[src/rtl/mm_activation_buffer.sv]
// mm_activation_buffer
//   Downstream stage of the 2x2*2x1 FP matrix-multiply datapath. It accepts
//   result vectors (c1, c2, exceptions) over a valid/ready handshake and
//   applies an element-wise ReLU before storing them. Results are queued in a
//   small first-word-fall-through FIFO for the next layer. A sticky exception
//   summary and a wrapping count of accepted vectors are kept for status.
//
//   Optional feature macro: LEAKY_RELU_EN
//     Defined   : negative finite values are scaled by 2^-LEAK_SHIFT by
//                 adjusting the exponent. Values that would underflow become
//                 +0. -inf and NaN pass through unchanged.
//     Undefined : plain ReLU; LEAK_SHIFT is unused.
//
// Ports
//   clk, rst           clock; synchronous active-high reset
//   in_valid/in_ready  input handshake
//   in_c1, in_c2       matmul result rows (W = exp_width + mant_width bits)
//   in_exceptions      5-bit matmul exception flags
//   out_valid/out_ready output handshake
//   out_y1, out_y2     activated rows from the FIFO head
//   out_exceptions     exception flags stored with the head entry
//   out_clipped        [1]=y2, [0]=y1: activation changed the value
//   sticky_exceptions  OR of accepted exception flags since reset/clear
//   sticky_clr         clears sticky_exceptions
//   sample_count       number of accepted vectors (wraps)
module mm_activation_buffer #(
  parameter int exp_width  = 8,
  parameter int mant_width = 24,
  parameter int DEPTH      = 4,
  parameter int CNT_WIDTH  = 16,
  parameter int LEAK_SHIFT = 3
) (
  input  logic                                 clk,
  input  logic                                 rst,
  input  logic                                 in_valid,
  output logic                                 in_ready,
  input  logic [exp_width+mant_width-1:0]      in_c1,
  input  logic [exp_width+mant_width-1:0]      in_c2,
  input  logic [4:0]                           in_exceptions,
  output logic                                 out_valid,
  input  logic                                 out_ready,
  output logic [exp_width+mant_width-1:0]      out_y1,
  output logic [exp_width+mant_width-1:0]      out_y2,
  output logic [4:0]                           out_exceptions,
  output logic [1:0]                           out_clipped,
  output logic [4:0]                           sticky_exceptions,
  input  logic                                 sticky_clr,
  output logic [CNT_WIDTH-1:0]                 sample_count
);

  localparam int W  = exp_width + mant_width;
  localparam int FW = mant_width - 1;
  localparam int AW = (DEPTH > 1) ? $clog2(DEPTH) : 1;

  typedef struct packed {
    logic [W-1:0] y1;
    logic [W-1:0] y2;
    logic [4:0]   exc;
    logic [1:0]   clip;
  } entry_t;

  // Returns {clipped, value}.
  function automatic logic [W:0] activate(input logic [W-1:0] x);
    logic                 sign;
    logic [exp_width-1:0] e;
    logic [FW-1:0]        f;
    logic                 is_nan;
    logic [W:0]           r;
    sign   = x[W-1];
    e      = x[W-2:FW];
    f      = x[FW-1:0];
    is_nan = (&e) && (f != '0);
    r      = {1'b0, x};
`ifdef LEAKY_RELU_EN
    // -inf (exponent all ones, fraction zero) is left alone like NaN.
    if (sign && !(&e)) begin
      if (e > exp_width'(LEAK_SHIFT))
        r = {1'b1, 1'b1, e - exp_width'(LEAK_SHIFT), f};
      else
        r = {1'b1, {W{1'b0}}};  // would underflow into subnormal range
    end
`else
    if (sign && !is_nan)
      r = {1'b1, {W{1'b0}}};
`endif
    return r;
  endfunction

  entry_t               mem_q [DEPTH];
  logic [AW-1:0]        wr_ptr_q, rd_ptr_q;
  logic [AW:0]          count_q, count_d;
  logic [4:0]           sticky_q, sticky_d;
  logic [CNT_WIDTH-1:0] sample_q, sample_d;

  logic   accept, pop;
  logic [W:0] act1, act2;
  entry_t new_entry, head;

  assign in_ready  = (count_q != (AW+1)'(DEPTH));
  assign out_valid = (count_q != '0);
  assign accept    = in_valid && in_ready;
  assign pop       = out_valid && out_ready;

  assign act1      = activate(in_c1);
  assign act2      = activate(in_c2);
  assign new_entry = '{y1: act1[W-1:0], y2: act2[W-1:0], exc: in_exceptions,
                       clip: {act2[W], act1[W]}};

  // First-word fall-through: outputs read the head slot directly.
  assign head           = mem_q[rd_ptr_q];
  assign out_y1         = head.y1;
  assign out_y2         = head.y2;
  assign out_exceptions = head.exc;
  assign out_clipped    = head.clip;

  assign sticky_exceptions = sticky_q;
  assign sample_count      = sample_q;

  always_comb begin
    count_d = count_q;
    if (accept && !pop)
      count_d = count_q + 1'b1;
    else if (!accept && pop)
      count_d = count_q - 1'b1;
    // A clear in the same cycle as an accept keeps the new flags.
    sticky_d = (sticky_clr ? 5'b0 : sticky_q) | (accept ? in_exceptions : 5'b0);
    sample_d = sample_q + CNT_WIDTH'(accept);
  end

  always_ff @(posedge clk) begin
    if (rst) begin
      wr_ptr_q <= '0;
      rd_ptr_q <= '0;
      count_q  <= '0;
      sticky_q <= '0;
      sample_q <= '0;
      // Storage is cleared so the head reads zero right after reset.
      for (int i = 0; i < DEPTH; i++)
        mem_q[i] <= '0;
    end else begin
      if (accept) begin
        mem_q[wr_ptr_q] <= new_entry;
        wr_ptr_q        <= wr_ptr_q + 1'b1;
      end
      if (pop)
        rd_ptr_q <= rd_ptr_q + 1'b1;
      count_q  <= count_d;
      sticky_q <= sticky_d;
      sample_q <= sample_d;
    end
  end

endmodule

[config.mk]
export PLATFORM = sky130hd
export DESIGN_NAME = mm_activation_buffer
export DESIGN_NICKNAME = d
export VERILOG_FILES = /design/src/rtl/mm_activation_buffer.sv
export SDC_FILE = /design/constraint.sdc
export NUM_CORES = 1
export LEC_CHECK = 0
export BUFFER_PORTS_ARGS = -buffer_cell sky130_fd_sc_hd__buf_2
export CAP_MARGIN = 0
export CORE_MARGIN = 8
export CORE_UTILIZATION = 25
export CTS_BUF_LIST = sky130_fd_sc_hd__clkbuf_4
export CTS_CLUSTER_SIZE = 14
export DETAILED_ROUTE_END_ITERATION = 8
export REMOVE_ABC_BUFFERS = 1
export SETUP_SLACK_MARGIN = 0.3
export SLEW_MARGIN = 20
export SYNTH_ARGS = -nofsm -noshare
export SYNTH_HDL_FRONTEND = slang
export SYNTH_SLANG_ARGS = --single-unit
[constraint.sdc]
create_clock -name clk -period 5.7 [get_ports clk]
set_clock_uncertainty 0.2 [all_clocks]
set_input_delay 1.14 -clock clk [delete_from_list [all_inputs] [get_ports clk]]
set_output_delay 1.14 -clock clk [all_outputs]
set_load 0.05 [all_outputs]
# After elaboration in Yosys (flattened, before gate mapping)
# Memories as Yosys holds them, arrays and structs flattened. A register that Yosys moved wholly into a read port is not among the register bits.
# Cells that the tools add are included.
# totals
reg_bits,28
latchBits,0
ramBits,284
rom_bits,0
in_bits,74
output_inout_bits,94
n_memories,1
# mem_list
memory,words,width,rd,rd_ports_with_merged_regs,write_ports,line,rtl
mem_q,4,71,1,1,4,89,entry_t mem_q [DEPTH];
# classes
add_sub_neg,5
mul,0
div_mod_pow,0
order_cmp,0
n_eq_ne,1
shifts,0
mux,16
bitwise_logic,1
n_reduce_logical,19
# op_table
op,count
$mux W71,1
$reduce_or A71 Y1,1
$mux W33,2
$reduce_bool A23 Y1,2
$add A16 B1 Y16,1
$reduce_and A8 Y1,2
$mux W5,2
$logic_and A1 B1 Y1,8
$mux W1,6
$mux W2,3
$mux W3,2
$or A5 B5 Y5,1
$add A2 B1 Y2 const B,2
$logic_not A1 Y1,4
$add A3 B1 Y3 const B,1
$ne A3 B3 Y1 const B,1
$reduce_bool A3 Y1,1
$sub A3 B1 Y3 const B,1
$reduce_bool A2 Y1,1

# Logic depth before layout (Yosys ltp)
# depth
depth_word,7
depth_mapped,9
ltp_nobuf,8

# Worst setup path after synthesis
# OpenSTA, ideal clock, no wires.
# synth_timing
path_type,in2reg
from,input port rst
to,memory mem_q[0][0] (netlist bit) (enable)
t_arrival_ps,3723
t_required_ps,5066
slack_ps,1343
path_stages,5
n_path_buf,3
cell_sequence,clkbuf_1 nor4b_2 clkbuf_1 clkbuf_1 or2_1
# synth_rtl
element,line,rtl
"start, declared",34,"input logic rst,"
"end, declared",89,

==> impl_metrics.py <==
metrics = {
    "drt": {
        "routed_wl_um": 38000,
        "wl_per_cell_um": 20.2,
        "drc": 0,
        "drt_first_iter_violations": 558,
        "ant_nets": 0,
        "vias_per_cell": 4.65,
        "vias": 8734,
        "drtPass1Iterations": 5,
    },
    "grt": {
        "grt_pass1_wl_um": 57400,
        "grt-ovfl-total": 0,
        "grt_usage_pct": 12.0,
        "grt_pass1_vias": 9377,
        "grt_max_degree": 65,
        "antenna_found_initial": 5,
    },
    "synthesis": {
        "synth_compound_area_share_pct": 1.39,
        "syn_avg_cell_area_um2": 14.9,
        "synth-simple-area-share_pct": 15.2,
        "muxShareOfSynthArea_pct": 11.8,
        "synth_top_family_by_area": "simple AND/OR/NAND/NOR gates",
        "ys_ff_latch": 314,
        "yosysSeqAreaShare_pct": 66.4,
        "synthXorXnorAreaFrac_pct": 0.765,
        "synth.distinct_cells": 43,
        "synthesis.area_um2": 13700,
        "synth_fa_ha_area_share_pct": 0.419,
        "ys.warnings.count": 0,
        "syn_inst": 925,
    },
    "finish": {
        "stdcell_area_um2": 16400,
        "syn_to_final_growth_pct": 19.1,
        "layout_common_cells": "284 x edfxtp_1, 167 x buf_2, 135 x and3_1",
        "drive_gt1_share_pct": 34.4,
        "layout_commonest_cell": "edfxtp_1",
        "fin_util_pct": 29.9,
        "layout.nets": 1202,
        "fillCellCount": 5505,
    },
    "sta": {
        "setup-tns-final_ns": 0,
        "fin_crit_ns": 4.21,
        "relSlewSlack_pct": 33.3,
        "whs_ns": 0.251,
        "worstMarginPinSlew_ns": 1.00,
        "slew_violations": 0,
        "setup_viol": 0,
        "rsz0062_at_grt": "no",
        "min_period_over_period_pct": 73.8,
        "finalHoldViolations": 0,
        "fmax_mhz": 238,
    },
    "floorplan": {
        "core_area_um2": 54800,
        "io_pins": 168,
        "initial_utilization_pct": 25.1,
        "die_h_um": 250,
        "die-area_um2": 62700,
        "rows": 86,
        "die_w_um": 250,
    },
    "setup_path": {
        "startpoint_type": "register",
        "crit_path_max_fanout": 42,
        "r2r_end": "mem_q[1][64]$_SDFFCE_PN0P_",
        "crit_end": "out_y2[21]",
        "worst-setup-path-type": "register to primary output",
        "ff2ff_setup_slack_ns": 2.76,
        "end_kind": "primary output",
        "cp.required_ns": 4.36,
        "r2r_start": "wr_ptr_q[0]$_SDFFE_PP0N_",
        "r2r_cells": 5,
        "crit_arrival_ns": 2.87,
    },
    "place": {
        "gp_congestion": 0.742,
        "dp_hpwl_um": 23300,
        "dpl_cell_area_um2": 15300,
        "io_buffers": 167,
    },
    "pwr": {
        "internal-power_mw": 4.40,
        "clkPwrFrac_pct": 28.9,
        "p_switching_mw": 2.44,
        "vdd_drop_max_mv": 0.208,
        "power_frac_seq_pct": 42.3,
        "swShare_pct": 35.7,
        "power_density_nw_per_um2": 418,
        "p_comb_share_pct": 28.9,
        "power.leakage_nw": 6.61,
    },
    "clock_network": {
        "cts_setup_buffers": 0,
        "clockBufferDepth": 3,
        "cts_buffers": 85,
        "clk_latency_ns": 0.78,
        "htreeDepth": 3,
        "root_buffer": "clkbuf_4",
        "cts_tree": "done",
        "cts_sinks": 314,
        "cts_hold_buffers": 0,
        "cts.clk_slew.worst_paths_ns": 0.06,
        "post_cts_resized": 0,
    },
    "outcome": {
        "outcome": "finished clean",
    },
    "run": {
        "cap_violations": 0,
    },
    "hold_path": {
        "hp-class": "register to register",
    },
}
state kept, by name, indices dropped and copies added (netlist names), named ones only:
name               cells
sticky_exceptions      5
mem_q                284
wr_ptr_q               2
rd_ptr_q               2
sample_count          16
count_q                3
per-layer routing:
layer | global-route usage [%] | part of all wire, %
met5 | 0 | 0.026
met4 | 4.87 | 2.4
met3 | 3.41 | 6.8
met2 | 19.5 | 48
met1 | 15.0 | 43
critical path: stages (launching register included):
cell and delay, ns:
dfxtp_4 0.77, buf_12 0.41, mux4_2 0.61, buf_2 0.24
Yosys cell counts, drive strengths merged:
library cell	instances	area (um^2)
a211oi	1	7.51
nor2b	5	31.3
ha	3	37.5
mux2	1	11.3
edfxtp	284	8530
xor2	7	61.3
nand2	13	48.8
and3	135	845
nor2	61	229
clkbuf	43	161
a2111o	1	11.3
buf	31	234
or4	3	22.5
a2bb2oi	1	8.76
o21a	1	7.51
nor4b	1	15.0
a21oi	9	45.0
mux2i	1	10.0
nand4	7	43.8
o21ai	10	50.1
or3	11	68.8
nand2b	2	12.5
inv	40	150
a21o	5	37.5
nand3	9	50.1
nor4	14	106
xnor2	5	43.8
nor3b	1	18.8
fa	1	20.0
o211ai	2	15.0
nor3	100	505
dfxtp	30	601
a31o	1	8.76
and4	2	17.5
mux4	71	1600
and2	10	62.6
or2	3	18.8
logic make-up after synthesis:
| family | after synthesis |
|---|---|
| DFF | 314 |
| AOI/OAI and AO/OA | 31 |
| adders and majority gates | 4 |
| muxes | 73 |
| xor gates and xnor gates | 12 |
| buffers and inverters | 114 |
| and+or+nand+nor | 377 |
power groups by stage:
stage          Combinational [mW]  Clock [mW]  Sequential [mW]
2_1_floorplan                1.39           0             2.98
3_3_place_gp                 2.01           0             2.94
3_5_place_dp                 2.02           0             2.95
4_1_cts                      2.02        2.06             2.90
5_1_grt                      2.09        2.17             2.93
6_report                     1.98        1.98             2.89
stage by stage:
stage | worst slack (ns) | total power, mW | instances
6_report | 1.49 | 6.85 | 1880
3_5_place_dp | 1.49 | 4.97 | 1740
3_3_place_gp | 1.54 | 4.96 | 1740
4_1_cts | 1.27 | 6.98 | 1876
2_1_floorplan | 0.348 | 4.37 | 851
5_1_grt | 1.22 | 7.19 | 1879
final cells by class:
class	count	area [um^2]	area share [%]
clock buffer	121	908	5.55
multi-input combinational	497	4150	25.3
tap	704	881	5.38
inverter	40	150	0.917
timing repair buffer	186	1020	6.23
sequential	314	9140	55.8
clock inverter	15	116	0.711
antenna	3	7.51	0.0459
worst min-delay path by stage:
stage / start / endpoint / slack (ns) / cells past startpoint
global route: sticky_exceptions[1]$_SDFF_PP0_ / sticky_exceptions[1]$_SDFF_PP0_ / 0.29 / 1
global placement: sticky_exceptions[2]$_SDFF_PP0_ / sticky_exceptions[2]$_SDFF_PP0_ / 0.23 / 1
floorplan: count_q[2]$_SDFFE_PP0P_ / count_q[2]$_SDFFE_PP0P_ / 0.26 / 2
CTS: sticky_exceptions[4]$_SDFF_PP0_ / sticky_exceptions[4]$_SDFF_PP0_ / 0.25 / 1
finish: sticky_exceptions[4]$_SDFF_PP0_ / sticky_exceptions[4]$_SDFF_PP0_ / 0.25 / 1
detailed placement: sticky_exceptions[0]$_SDFF_PP0_ / sticky_exceptions[0]$_SDFF_PP0_ / 0.23 / 1
Note: power is estimated with default switching activity, not from simulation.
